File: config.mk
export PLATFORM = sky130hd
export DESIGN_NAME = sar_search_ctrl
export DESIGN_NICKNAME = d
export VERILOG_FILES = /design/src/rtl/sar_pkg.sv /design/src/rtl/sar_search_ctrl.sv
export SDC_FILE = /design/constraint.sdc
export NUM_CORES = 1
export LEC_CHECK = 0
export CAP_MARGIN = 15
export CORE_ASPECT_RATIO = 0.7
export CORE_UTILIZATION = 59
export DETAILED_ROUTE_END_ITERATION = 10
export GPL_ROUTABILITY_DRIVEN = 0
export PLACE_DENSITY = 0.81
export SYNTH_ARGS = -nofsm -noshare
export SYNTH_HDL_FRONTEND = slang
export SYNTH_SLANG_ARGS = --single-unit
File: constraint.sdc
create_clock -name Clk -period 5.99 [get_ports Clk]
set_input_delay 0.8985 -clock Clk [delete_from_list [all_inputs] [get_ports Clk]]
set_output_delay 0.8985 -clock Clk [all_outputs]
set_load 0.01 [all_outputs]
File: src/rtl/sar_pkg.sv
// Shared types and constants for the successive-approximation search controller.
package sar_pkg;

  localparam int SAR_WIDTH = 4;

  typedef enum logic [1:0] {
    IDLE  = 2'd0,
    PROBE = 2'd1,
    DONE  = 2'd2
  } sar_state_e;

  // Comparator flags packed as {grt, ls, eq}.
  localparam logic [2:0] FLAG_GRT = 3'b100;
  localparam logic [2:0] FLAG_LS  = 3'b010;
  localparam logic [2:0] FLAG_EQ  = 3'b001;

endpackage

File: src/rtl/sar_search_ctrl.sv
// Binary-search initiator: drives comparator B with one probe per clock and
// narrows [lo, hi] from the comparator flags until it hits equality or gives up.
module sar_search_ctrl
  import sar_pkg::*;
#(
  parameter int  WIDTH = SAR_WIDTH,
  parameter int  MAXP  = WIDTH + 1,
  localparam int PW    = $clog2(MAXP + 1)
) (
  input  logic             Clk,
  input  logic             Rst,
  input  logic             Start,
  output logic [WIDTH-1:0] Guess,
  input  logic             Grt,
  input  logic             Ls,
  input  logic             Eq,
  output logic             Busy,
  output logic             Done,
  output logic [WIDTH-1:0] Result,
  output logic             Error,
  output logic [PW-1:0]    Probes
);

  localparam logic [WIDTH:0]   TOP  = {1'b0, {WIDTH{1'b1}}};
  localparam logic [WIDTH-1:0] MAXG = {WIDTH{1'b1}};

  sar_state_e       state_q, state_d;
  logic [WIDTH:0]   lo_q, lo_d, hi_q, hi_d;
  logic [WIDTH-1:0] guess_q, guess_d, result_q, result_d;
  logic             busy_q, busy_d, done_q, done_d, error_q, error_d;
  logic [PW-1:0]    probes_q, probes_d;

  logic [2:0]       flags;
  logic [WIDTH:0]   g_ext, lo_n, hi_n;
  logic             fail;

  assign flags = {Grt, Ls, Eq};
  assign g_ext = {1'b0, guess_q};

  always_comb begin
    state_d  = state_q;
    lo_d     = lo_q;
    hi_d     = hi_q;
    guess_d  = guess_q;
    busy_d   = busy_q;
    done_d   = 1'b0;
    result_d = result_q;
    error_d  = error_q;
    probes_d = probes_q;
    lo_n     = lo_q;
    hi_n     = hi_q;
    fail     = 1'b0;

    case (state_q)
      IDLE: begin
        if (Start) begin
          lo_d     = '0;
          hi_d     = TOP;
          guess_d  = {1'b0, {(WIDTH-1){1'b1}}};
          probes_d = '0;
          error_d  = 1'b0;
          busy_d   = 1'b1;
          state_d  = PROBE;
        end
      end

      PROBE: begin
        probes_d = probes_q + PW'(1);
        case (flags)
          FLAG_EQ:  ;
          FLAG_GRT: if (guess_q == MAXG) fail = 1'b1; else lo_n = g_ext + 1'b1;
          FLAG_LS:  if (guess_q == '0)   fail = 1'b1; else hi_n = g_ext - 1'b1;
          default:  fail = 1'b1;
        endcase
        // Crossed bounds mean the target moved under us mid-search.
        if (lo_n > hi_n) fail = 1'b1;
        if (flags != FLAG_EQ && (int'(probes_q) + 1) >= MAXP) fail = 1'b1;

        if (fail) begin
          error_d  = 1'b1;
          result_d = guess_q;
          busy_d   = 1'b0;
          done_d   = 1'b1;
          state_d  = DONE;
        end else if (flags == FLAG_EQ) begin
          result_d = guess_q;
          busy_d   = 1'b0;
          done_d   = 1'b1;
          state_d  = DONE;
        end else begin
          lo_d    = lo_n;
          hi_d    = hi_n;
          guess_d = WIDTH'((lo_n + hi_n) >> 1);
        end
      end

      DONE:    state_d = IDLE;
      default: state_d = IDLE;
    endcase
  end

  always_ff @(posedge Clk) begin
    if (!Rst) begin
      state_q  <= IDLE;
      lo_q     <= '0;
      hi_q     <= '0;
      guess_q  <= '0;
      busy_q   <= 1'b0;
      done_q   <= 1'b0;
      result_q <= '0;
      error_q  <= 1'b0;
      probes_q <= '0;
    end else begin
      state_q  <= state_d;
      lo_q     <= lo_d;
      hi_q     <= hi_d;
      guess_q  <= guess_d;
      busy_q   <= busy_d;
      done_q   <= done_d;
      result_q <= result_d;
      error_q  <= error_d;
      probes_q <= probes_d;
    end
  end

  assign Guess  = guess_q;
  assign Busy   = busy_q;
  assign Done   = done_q;
  assign Result = result_q;
  assign Error  = error_q;
  assign Probes = probes_q;

endmodule

==> parameters.txt, run 1 <==
Parameter                              Value

Outcome
  Outcome ... completed

Synth
  Count of unique library cells instantiated by Yosys ... 46
  Synth warn ... 0
  Syn_nets ... 210
  Fraction of the yosys area taken by sequential cells ... 31.8%
  Synthesized area divided by synthesized cell count ... 8.65 µm²
  Cell count after synthesis ... 189
  Register bit count reported by yosys ... 26
  Post-Syn Area ... 0.00164 mm²

Final layout
  Fraction of final layout cells sized beyond drive strength 1 ... 7.88%
  Final core utilization ... 74.2%
  Most common cell after layout, fill and taps aside ... sky130_fd_sc_hd__dfxtp_1
  Final design instance area without fill ... 0.00188 mm²
  Number of cells in the finished layout apart from fillers ... 237
  Number of nets in the layout ... 225
  Commonest cells after routing, fill and taps aside ... sky130_fd_sc_hd__dfxtp_1 (26), sky130_fd_sc_hd__nand2_1 (24), sky130_fd_sc_hd__clkdlybuf4s50_1 (19)
  Relative area change from synthesis to final layout ... 15.0%
  Diode count ... 0

Global routing
  Antenna violations before repair ... 0
  Global-route wire length before repair ... 6490 µm
  Via count of the first global-routing pass ... 1321
  Maximum number of pins on one net before global-route repair ... 27
  Overall global routing resource usage ... 30.0%
  Leftover overflow at the end of global routing ... 0

Place
  Dpl cells ... 233
  Detailed-placement wirelength estimate ... 2980 µm
  Number of port buffers ... 19
  Pre-CTS WS ... 1.41 ns
  Cell Area, Placed ... 0.00183 mm²

CTS
  Number of instances resized during post-cts repair ... 0
  Clock root buffer ... sky130_fd_sc_hd__clkbuf_8
  H-Tree Depth ... 1
  Worst-skew pair later-pin latency ... 0.27 ns
  Number of sinks driven by the clock tree ... 26
  Post-CTS Repair Setup Buffers ... 0
  Cts hold-fix bufs ... 0
  Clk buf depth ... 2
  Clock tree from TritonCTS ... yes
  Clock transition at the registers of the reported paths ... 0.09 ns
  CTS Buf Count ... 3

Flow run
  Maximum capacitance violations ... 0

Setup path
  Largest fanout of any net on the critical path ... 9
  Number of cells traversed by the worst register-to-register path ... 10
  Setup CP Type ... in2reg
  Critical path startpoint category ... primary input
  Endpoint kind of the worst setup timing path ... flip-flop
  Critical path required time ... 6.19 ns
  Crit path DAT ... 4.56 ns

Pwr
  Leakage dissipation ... 0.747 nW
  Power density relative to cell area ... 219 mW/mm²
  Maximum vdd ir drop ... 0.157 mV

Floorplanning
  Effective utilization at floorplan ... 64.5%
  DIE WIDTH ... 64.9 µm
  Overall die area ... 0.00299 mm²
  Standard-cell row count ... 15
  Total I/O pin count ... 20
  Core Footprint ... 0.00253 mm²
  Die height ... 46.1 µm

Timing
  Slew headroom ... 39.1%
  Aggregate negative setup slack ... 0 ns
  Min Clock Period, post-route ... 4.36 ns
  Top achievable clock speed ... 229 MHz
  Crit share post-route ... 72.8%
  Final-report setup violation count ... 0
  Hold violation count in the final report ... 0
  Slew at the pin closest to its max-slew limit ... 0.911 ns
  Setup clock skew after layout ... 0.00281 ns
  Unrepaired setup endpoints after global routing ... no
  Setup ws final ... 1.63 ns
  Number of max-slew violations in the final report ... 0

Detailed routing
  Number of routed nets with antenna violations ... 0
  Detailed-route wire length per cell ... 17.1 µm
  Total number of vias ... 1440
  Drt total wl ... 4050 µm
  Violation count after the first detailed-route iteration ... 120
  Drc violations ... 0
  DR vias/cell ... 6.08
  Number of search-and-repair iterations in the first detailed-routing pass ... 4

Worst hold path
  Type of the worst min-delay path ... reg2reg
  Hold path cells ... 2
-- registers in the layout, indices dropped and copies added, names as in the netlist --
signal   flops
Result       4
Probes       3
Done         1
lo_q         5
state_q      2
Guess        4
Error        1
hi_q         5
Busy         1
-- critical path, cell delays in order --
cell,delay (ns)
sky130_fd_sc_hd__clkdlybuf4s50_1,0.48
sky130_fd_sc_hd__or3b_1,0.41
sky130_fd_sc_hd__a31o_1,0.36
sky130_fd_sc_hd__o21ai_0,0.45
sky130_fd_sc_hd__ha_1,0.32
sky130_fd_sc_hd__or3b_2,0.45
sky130_fd_sc_hd__o21bai_1,0.20
sky130_fd_sc_hd__a31o_2,0.30
sky130_fd_sc_hd__a21boi_2,0.43
sky130_fd_sc_hd__mux2i_1,0.26
-- path summary, 6_finish.rpt --
kind                                             from                endpoint  slack [ns]
worst max-delay path                              Grt  Result[3]$_SDFFE_PN0P_        1.63
worst min-delay path             lo_q[4]$_SDFFE_PN0P_    lo_q[4]$_SDFFE_PN0P_        0.44
worst max register to register  Guess[0]$_SDFFE_PN0P_  Result[3]$_SDFFE_PN0P_        2.30
worst min register to register   lo_q[4]$_SDFFE_PN0P_    lo_q[4]$_SDFFE_PN0P_        0.44
-- metal layers --
layer	vias to the layer above	part of all wire [%]	routed length (µm)	GRT usage, %
li1	691	-	-	-
met1	672	46	1860	41.1
met2	69	45	1810	50.2
met3	8	8.7	353	5.94
met4	0	0.57	23	4.89
met5	-	0	0	0
-- layout make-up --
type | count | area (µm²)
multi-input cells | 140 | 1020
fillers | 211 | 653
flip-flops and latches | 26 | 520
repair buffers | 19 | 190
clock buffers | 4 | 55.1
inverters | 14 | 52.6
well taps | 34 | 42.5
-- kinds of logic after synthesis --
family / after synthesis / synth area share [%]
xor gates and xnor gates: 7 / 3.75
buffers and inverters: 23 / 5.81
DFF: 26 / 31.8
AOI/OAI and AO/OA: 50 / 23.3
adders and majority gates: 15 / 11.9
muxes: 9 / 5.59
and+or+nand+nor: 59 / 17.8
-- synth_stat cells, drive strengths merged --
master / number / area [µm²]
a22oi: 1 / 7.51
dfxtp: 26 / 521
a21o: 2 / 15.0
o22ai: 1 / 6.26
o221a: 2 / 22.5
o21ai: 13 / 76.3
a211oi: 4 / 42.5
ha: 14 / 175
o221ai: 1 / 8.76
a31oi: 1 / 12.5
fa: 1 / 20.0
nand2b: 2 / 12.5
nor3: 4 / 20.0
a221o: 1 / 10.0
nor2b: 4 / 25.0
clkinv: 1 / 3.75
o21bai: 2 / 15.0
and2: 3 / 18.8
mux2: 1 / 11.3
buf: 3 / 20.0
a311oi: 2 / 17.5
nand3: 4 / 20.0
xor2: 3 / 26.3
a21oi: 10 / 50.1
inv: 13 / 48.8
mux2i: 8 / 80.1
nor2: 9 / 33.8
o31ai: 3 / 22.5
a21boi: 1 / 11.3
nand2: 25 / 96.4
a41o: 2 / 20.0
nor3b: 3 / 22.5
clkbuf: 6 / 22.5
a2bb2oi: 1 / 8.76
xnor2: 4 / 35.0
and3: 1 / 6.26
a31o: 2 / 17.5
or3b: 4 / 35.0
a211o: 1 / 17.5
-- power breakdown --
group	leakage [nW]	internal, mW	switching [mW]
Sequential	0.213	0.182	0.00931
Combinational	0.505	0.0419	0.0601
Clock	0.0288	0.0589	0.0590
-- through the flow --
stage	hold slack [ns]	power (mW)
floorplan	0.407	0.262
detailed placement	0.426	0.294
global route	0.474	0.428
CTS	0.438	0.407
finish	0.439	0.411
global placement	0.428	0.290
Power figures use the tool's default switching activity.
==> inputs of run 2 (changes only) <==
--- a/config.mk
+++ b/config.mk
@@ -7,10 +7,10 @@
 export LEC_CHECK = 0
 export CAP_MARGIN = 15
 export CORE_ASPECT_RATIO = 0.7
-export CORE_UTILIZATION = 59
+export CORE_UTILIZATION = 50
 export DETAILED_ROUTE_END_ITERATION = 10
 export GPL_ROUTABILITY_DRIVEN = 0
-export PLACE_DENSITY = 0.81
+export PLACE_DENSITY = 0.73
 export SYNTH_ARGS = -nofsm -noshare
 export SYNTH_HDL_FRONTEND = slang
 export SYNTH_SLANG_ARGS = --single-unit
==> constraint.sdc (replaced) <==
create_clock -name Clk -period 3.7 [get_ports Clk]
set_input_delay 0.555 -clock Clk [delete_from_list [all_inputs] [get_ports Clk]]
set_output_delay 0.555 -clock Clk [all_outputs]
set_load 0.01 [all_outputs]
==> parameters.txt, run 2 (synthesis results as in run 1) <==
Parameter                              Value

Outcome
  Outcome ... completed (unchanged)

Setup path
  Critical path required time ... 3.90 ns (was 6.19 ns)
  Crit path launch ... Grt (unchanged)
  Critical path startpoint category ... primary input (unchanged)
  Worst reg-to-reg setup slack ... 0.33 ns (was 2.30 ns)
  Setup CP Type ... in2reg (unchanged)
  Crit path DAT ... 3.76 ns (was 4.56 ns)
  Timing endpoint of the critical path ... Result[0]$_SDFFE_PN0P_ (was Result[3]$_SDFFE_PN0P_)
  Largest fanout of any net on the critical path ... 7 (was 9)
  Number of cells traversed by the worst register-to-register path ... 12 (was 10)
  R2r endpoint ... Result[0]$_SDFFE_PN0P_ (was Result[3]$_SDFFE_PN0P_)
  Critical register-to-register path startpoint ... Guess[0]$_SDFFE_PN0P_ (unchanged)
  Endpoint kind of the worst setup timing path ... flip-flop (unchanged)

Worst hold path
  Type of the worst min-delay path ... reg2reg (unchanged)
  Beginning of the worst hold path ... hi_q[4]$_SDFFE_PN0P_ (was lo_q[4]$_SDFFE_PN0P_)

Pwr
  Cell-internal power ... 452 µW (was 283 µW)
  Combinational fraction of design power ... 28.4% (was 24.8%)
  Maximum vdd ir drop ... 0.159 mV (was 0.157 mV)
  Net Sw Frac ... 31.2% (about the same)
  Leakage dissipation ... 0.816 nW (was 0.747 nW)
  Switch Pwr ... 205 µW (was 128 µW)
  Power Total ... 657 µW (was 411 µW)
  Power density relative to cell area ... 330 mW/mm² (was 219 mW/mm²)
  Sequential Power Share ... 47.2% (was 46.5%)
  Part of the power in the clock network ... 24.4% (was 28.7%)

CTS
  H-Tree Depth ... 1 (unchanged)
  Number of sinks driven by the clock tree ... 26 (unchanged)
  Worst-skew pair later-pin latency ... 0.27 ns (about the same)
  CTS Buf Count ... 3 (unchanged)
  Clock transition at the registers of the reported paths ... 0.09 ns (about the same)
  Clk buf depth ... 2 (unchanged)
  Clock tree from TritonCTS ... yes (unchanged)
  Clock root buffer ... sky130_fd_sc_hd__clkbuf_8 (unchanged)

Global routing
  Global-route wire length before repair ... 7110 µm (was 6490 µm)
  Leftover overflow at the end of global routing ... 0 (unchanged)
  Via count of the first global-routing pass ... 1415 (was 1321)
  Antenna violations before repair ... 0 (unchanged)
  Overall global routing resource usage ... 26.3% (was 30.0%)
  Maximum number of pins on one net before global-route repair ... 27 (unchanged)

Timing
  Final-report setup violation count ... 0 (unchanged)
  Crit share post-route ... 96.2%
  Slew at the pin closest to its max-slew limit ... 1.10 ns (was 0.911 ns)
  Hold violation count in the final report ... 0 (unchanged)
  Unrepaired setup endpoints after global routing ... no (unchanged)
  Setup ws final ... 0.142 ns (was 1.63 ns)
  Top achievable clock speed ... 281 MHz
  Aggregate negative setup slack ... 0 ns (unchanged)
  Min Clock Period, post-route ... 3.56 ns
  Setup clock skew after layout ... 0.00442 ns (was 0.00281 ns)
  Slew headroom ... 26.2% (was 39.1%)
  WHS ... 0.452 ns (was 0.439 ns)
  Number of max-slew violations in the final report ... 0 (unchanged)

Floorplanning
  Core Footprint ... 0.00294 mm² (was 0.00253 mm²)
  Effective utilization at floorplan ... 55.6% (was 64.5%)
  Overall die area ... 0.00351 mm² (was 0.00299 mm²)
  Standard-cell row count ... 16 (was 15)
  Total I/O pin count ... 20 (unchanged)
  DIE WIDTH ... 70.4 µm (was 64.9 µm)
  Die height ... 49.9 µm (was 46.1 µm)

Detailed routing
  Routed length on met3 ... 352 µm (was 353 µm)
  DR vias/cell ... 5.87 (was 6.08)
  Number of routed nets with antenna violations ... 0 (unchanged)
  Violation count after the first detailed-route iteration ... 138 (was 120)
  Number of search-and-repair iterations in the first detailed-routing pass ... 4 (unchanged)
  Highest metal layer with signal wires ... met4 (unchanged)
  Total number of vias ... 1484 (was 1440)
  Wire length on met1 ... 1950 µm (was 1860 µm)
  Detailed-route wire length per cell ... 16.5 µm (was 17.1 µm)
  Drc violations ... 0 (unchanged)
  Detail Route met2 WL ... 1810 µm (about the same)
  Drt total wl ... 4170 µm (was 4050 µm)

Place
  Pre-CTS WS ... -0.182 ns (was 1.41 ns)
  Number of port buffers ... 19 (unchanged)
  Detailed-placement wirelength estimate ... 3090 µm (was 2980 µm)
  Dpl cells ... 250 (was 233)
  Cell Area, Placed ... 0.00194 mm² (was 0.00183 mm²)

Final layout
  Fraction of final layout cells sized beyond drive strength 1 ... 14.7% (was 7.88%)
  Final design instance area without fill ... 0.00199 mm² (was 0.00188 mm²)
  Diode count ... 0 (unchanged)
  Most common cell after layout, fill and taps aside ... sky130_fd_sc_hd__dfxtp_1 (unchanged)
  Number of cells in the finished layout apart from fillers ... 253 (was 237)
  Relative area change from synthesis to final layout ... 21.7% (was 15.0%)
  Registers with the highest flip-flop counts ... hi_q x5, lo_q x5 (unchanged)
  Final core utilization ... 67.6% (was 74.2%)
  Commonest cells after routing, fill and taps aside ... sky130_fd_sc_hd__dfxtp_1 (26), sky130_fd_sc_hd__nand2_1 (24), sky130_fd_sc_hd__clkdlybuf4s50_1 (19) (unchanged)
  Number of nets in the layout ... 240 (was 225)

Flow run
  Maximum capacitance violations ... 0 (unchanged)
-- run 2: cell type report --
type / instances / area [µm²]
tap: 36 / 45.0
inverter: 14 / 52.6
sequential: 26 / 520
multi-input combinational: 140 / 1030
fill: 238 / 952
clock buffer: 3 / 41.3
timing repair buffer: 34 / 303
-- run 2: layer usage --
| metal | up-vias | GRT usage [%] |
|---|---|---|
| li1 | 717 | - |
| met3 | 10 | 7.36 |
| met2 | 63 | 38.7 |
| met1 | 694 | 38.2 |
| met4 | 0 | 5.00 |
| met5 | - | 0 |
-- run 2: worst max-delay path, stage by stage --
cell	delay, ns
sky130_fd_sc_hd__clkdlybuf4s50_1	0.49
sky130_fd_sc_hd__or3b_1	0.41
sky130_fd_sc_hd__a221o_1	0.41
sky130_fd_sc_hd__ha_1	0.32
sky130_fd_sc_hd__or3b_2	0.52
sky130_fd_sc_hd__o21bai_1	0.22
sky130_fd_sc_hd__a31o_2	0.30
sky130_fd_sc_hd__a21boi_2	0.14
sky130_fd_sc_hd__buf_4	0.19
sky130_fd_sc_hd__mux2i_1	0.19
-- run 2: how the worst min path moves through the flow --
stage / end / cells past startpoint
floorplan: lo_q[4]$_SDFFE_PN0P_ / 2
global placement: hi_q[4]$_SDFFE_PN0P_ / 2
detailed placement: hi_q[4]$_SDFFE_PN0P_ / 2
CTS: hi_q[4]$_SDFFE_PN0P_ / 2
global route: Error$_SDFFE_PN0P_ / 2
finish: hi_q[4]$_SDFFE_PN0P_ / 2
-- run 2: power by group through the flow --
| stage | clock, mW | combinational, mW | sequential, mW |
|---|---|---|---|
| after floorplan | 0 | 0.109 | 0.315 |
| after global placement | 0 | 0.174 | 0.315 |
| after detailed placement | 0 | 0.179 | 0.316 |
| after CTS | 0.161 | 0.183 | 0.310 |
| after global routing | 0.178 | 0.201 | 0.313 |
| final | 0.161 | 0.186 | 0.310 |
-- run 2: repair_timing --
action	4_1_cts	5_1_grt
pin swaps	0	0
buffers inserted	0	0
setup endpoints to repair	1	18
gates resized for setup	1	3
hold buffers	0	0
==> inputs of run 3 (changes only) <==
--- a/config.mk
+++ b/config.mk
@@ -6,10 +6,9 @@
 export NUM_CORES = 1
 export LEC_CHECK = 0
 export CAP_MARGIN = 15
-export CORE_ASPECT_RATIO = 0.7
+export CORE_ASPECT_RATIO = 0.9
 export CORE_UTILIZATION = 50
 export DETAILED_ROUTE_END_ITERATION = 10
-export GPL_ROUTABILITY_DRIVEN = 0
 export PLACE_DENSITY = 0.73
 export SYNTH_ARGS = -nofsm -noshare
 export SYNTH_HDL_FRONTEND = slang
==> parameters.txt, run 3 (synthesis results as in run 1) <==
Parameter                              Value

Pwr
  Leakage dissipation ... 0.841 nW (was 0.816 nW)
  Maximum vdd ir drop ... 0.246 mV (was 0.159 mV)
  Power density relative to cell area ... 344 mW/mm² (was 330 mW/mm²)

Timing
  Number of max-slew violations in the final report ... 0 (unchanged)
  Crit share post-route ... 94.6% (was 96.2%)
  Aggregate negative setup slack ... 0 ns (unchanged)
  Top achievable clock speed ... 286 MHz (was 281 MHz)
  Setup clock skew after layout ... 0.00363 ns (was 0.00442 ns)
  Slew headroom ... 31.6% (was 26.2%)
  Min Clock Period, post-route ... 3.50 ns (was 3.56 ns)
  Final-report setup violation count ... 0 (unchanged)
  Unrepaired setup endpoints after global routing ... no (unchanged)
  Hold violation count in the final report ... 0 (unchanged)
  Slew at the pin closest to its max-slew limit ... 1.02 ns (was 1.10 ns)

Detailed routing
  Violation count after the first detailed-route iteration ... 84 (was 138)
  Number of search-and-repair iterations in the first detailed-routing pass ... 4 (unchanged)
  Drc violations ... 0 (unchanged)
  Drt total wl ... 4070 µm (was 4170 µm)
  Total number of vias ... 1517 (was 1484)
  Number of routed nets with antenna violations ... 0 (unchanged)
  DR vias/cell ... 5.72 (was 5.87)
  Detailed-route wire length per cell ... 15.4 µm (was 16.5 µm)

Floorplanning
  Effective utilization at floorplan ... 52.9% (was 55.6%)
  Core Footprint ... 0.00309 mm² (was 0.00294 mm²)
  Die height ... 56.3 µm (was 49.9 µm)
  Overall die area ... 0.00350 mm² (was 0.00351 mm²)
  Total I/O pin count ... 20 (unchanged)
  Standard-cell row count ... 19 (was 16)
  DIE WIDTH ... 62.3 µm (was 70.4 µm)

Global routing
  Global-route wire length before repair ... 6910 µm (was 7110 µm)
  Met1 Use GR ... 32.4% (was 38.2%)
  Via count of the first global-routing pass ... 1482 (was 1415)
  Layer carrying the most global-route usage ... met2 (unchanged)
  Met3 demand-to-capacity share in global routing ... 3.66% (was 7.36%)
  Antenna violations before repair ... 0 (unchanged)
  Met2 demand-to-capacity share in global routing ... 43.6% (was 38.7%)
  Overall global routing resource usage ... 25.5% (was 26.3%)
  Leftover overflow at the end of global routing ... 0 (unchanged)
  Maximum number of pins on one net before global-route repair ... 27 (unchanged)

CTS
  Number of instances resized during post-cts repair ... 0 (was 1)
  CTS Buf Count ... 3 (unchanged)
  Post-CTS Repair Setup Buffers ... 0 (unchanged)
  Clock transition at the registers of the reported paths ... 0.14 ns (was 0.09 ns)
  Number of sinks driven by the clock tree ... 26 (unchanged)
  H-Tree Depth ... 1 (unchanged)
  Worst-skew pair later-pin latency ... 0.33 ns (was 0.27 ns)
  Clk buf depth ... 2 (unchanged)
  Cts hold-fix bufs ... 0 (unchanged)
  Clock tree from TritonCTS ... yes (unchanged)
  Clock root buffer ... sky130_fd_sc_hd__clkbuf_4 (was sky130_fd_sc_hd__clkbuf_8)

Final layout
  Sequential cell area in the final layout ... 520 µm² (unchanged)
  Layout filler cell count ... 261 (was 238)
  Final core utilization ... 66.0% (was 67.6%)
  Number of nets in the layout ... 245 (was 240)
  Fraction of final layout cells sized beyond drive strength 1 ... 16.1% (was 14.7%)
  Most common cell after layout, fill and taps aside ... sky130_fd_sc_hd__dfxtp_1 (unchanged)
  Commonest cells after routing, fill and taps aside ... sky130_fd_sc_hd__dfxtp_1 (26), sky130_fd_sc_hd__nand2_1 (24), sky130_fd_sc_hd__buf_4 (20) (was sky130_fd_sc_hd__dfxtp_1 (26), sky130_fd_sc_hd__nand2_1 (24), sky130_fd_sc_hd__clkdlybuf4s50_1 (19))
  Registers with the highest flip-flop counts ... hi_q x5, lo_q x5 (unchanged)
  Area used by multi-input combinational logic ... 0.00102 mm² (was 0.00103 mm²)
  Final design instance area without fill ... 0.00204 mm² (was 0.00199 mm²)
  Diode count ... 0 (unchanged)
  Relative area change from synthesis to final layout ... 24.6% (was 21.7%)

Setup path
  Endpoint kind of the worst setup timing path ... flip-flop (unchanged)
  Critical path required time ... 3.97 ns (was 3.90 ns)
  Crit path launch ... Grt (unchanged)
  Worst-path cell chain ... clkdlybuf4s50_1, or3b_1, a31o_1, o21ai_0, ha_1, or3b_2, o21bai_1, a31o_2, a21boi_2, buf_4, mux2i_1 (was clkdlybuf4s50_1, or3b_1, a221o_1, ha_1, or3b_2, o21bai_1, a31o_2, a21boi_2, buf_4, mux2i_1)
  Bufs and invs on worst path ... 2 (unchanged)
  Cell at the slowest stage of the critical path ... sky130_fd_sc_hd__clkdlybuf4s50_1 (was sky130_fd_sc_hd__or3b_2)
  Largest stage delay on the critical path ... 0.49 ns (was 0.52 ns)
  Crit-path leading delay family ... compound AO/OA/AOI/OAI gates (unchanged)
  Critical path startpoint category ... primary input (unchanged)
  Largest fanout of any net on the critical path ... 7 (unchanged)
  Crit path DAT ... 3.77 ns (was 3.76 ns)
  Critical register-to-register path startpoint ... Guess[0]$_SDFFE_PN0P_ (unchanged)
  Setup CP Type ... in2reg (unchanged)

Place
  Detailed-placement wirelength estimate ... 3190 µm (was 3090 µm)
  Number of port buffers ... 19 (unchanged)
  Cell Area, Placed ... 0.00199 mm² (was 0.00194 mm²)
  Final weighted congestion in routability-driven placement ... 0.953

Flow run
  Maximum capacitance violations ... 0 (unchanged)

Worst hold path
  Type of the worst min-delay path ... reg2reg (unchanged)
  Beginning of the worst hold path ... lo_q[4]$_SDFFE_PN0P_ (was hi_q[4]$_SDFFE_PN0P_)

Outcome
  Outcome ... completed (unchanged)
-- run 3: cell count changes in the layout (fill, tap and decap cells not counted), moves of 2 or more --
cell | previous run | this run
sky130_fd_sc_hd__clkbuf_4 | 0 | 3
sky130_fd_sc_hd__clkbuf_8 | 3 | 0
sky130_fd_sc_hd__buf_4 | 15 | 20
sky130_fd_sc_hd__o21ai_0 | 10 | 12
-- run 3: routing by layer --
layer,wire [µm],share of wire (%),vias up
met4,68,1.7,0
li1,-,-,732
met2,2040,50,42
met1,1820,45,737
met5,0,0,-
met3,144,3.5,6
-- run 3: path summary, 6_finish.rpt --
check                           endpoint  slack, ns  depth (start not counted)
setup / recovery  Result[0]$_SDFFE_PN0P_       0.20                         11
hold reg to reg     lo_q[4]$_SDFFE_PN0P_       0.44                          2
setup reg to reg  Result[0]$_SDFFE_PN0P_       0.45                         12
hold / removal      lo_q[4]$_SDFFE_PN0P_       0.44                          2
-- run 3: final cells by class --
class / instances / share of cell area, %
sequential: 26 / 25.5
multi-input combinational: 140 / 50.0
tap: 42 / 2.58
clock inverter: 1 / 1.47
inverter: 14 / 2.58
timing repair buffer: 39 / 16.7
clock buffer: 3 / 1.10
-- run 3: report_power, final --
group,switching (mW),internal (mW),total [mW]
sequential,0.0163,0.295,0.311
combinational,0.0996,0.0924,0.192
clock,0.0875,0.110,0.197
total,0.203,0.497,0.700
-- run 3: tightest hold or removal path, delay by kind of cell, from the launching register on --
| family | cells | cell delay [ns] |
|---|---|---|
| flip-flops | 1 | 0.34 |
| AND/OR/NAND/NOR | 1 | 0.05 |
| AO/OA/AOI/OAI | 1 | 0.03 |
-- run 3: through the flow --
step | hold slack (ns) | instances | total power, mW | setup WS, ns
after floorplan | 0.407 | 189 | 0.424 | 0.350
after global placement | 0.420 | 261 | 0.501 | -0.0249
after detailed placement | 0.427 | 261 | 0.507 | -0.119
after CTS | 0.446 | 265 | 0.701 | 0.207
after global routing | 0.461 | 265 | 0.736 | 0.0748
final | 0.442 | 265 | 0.700 | 0.199
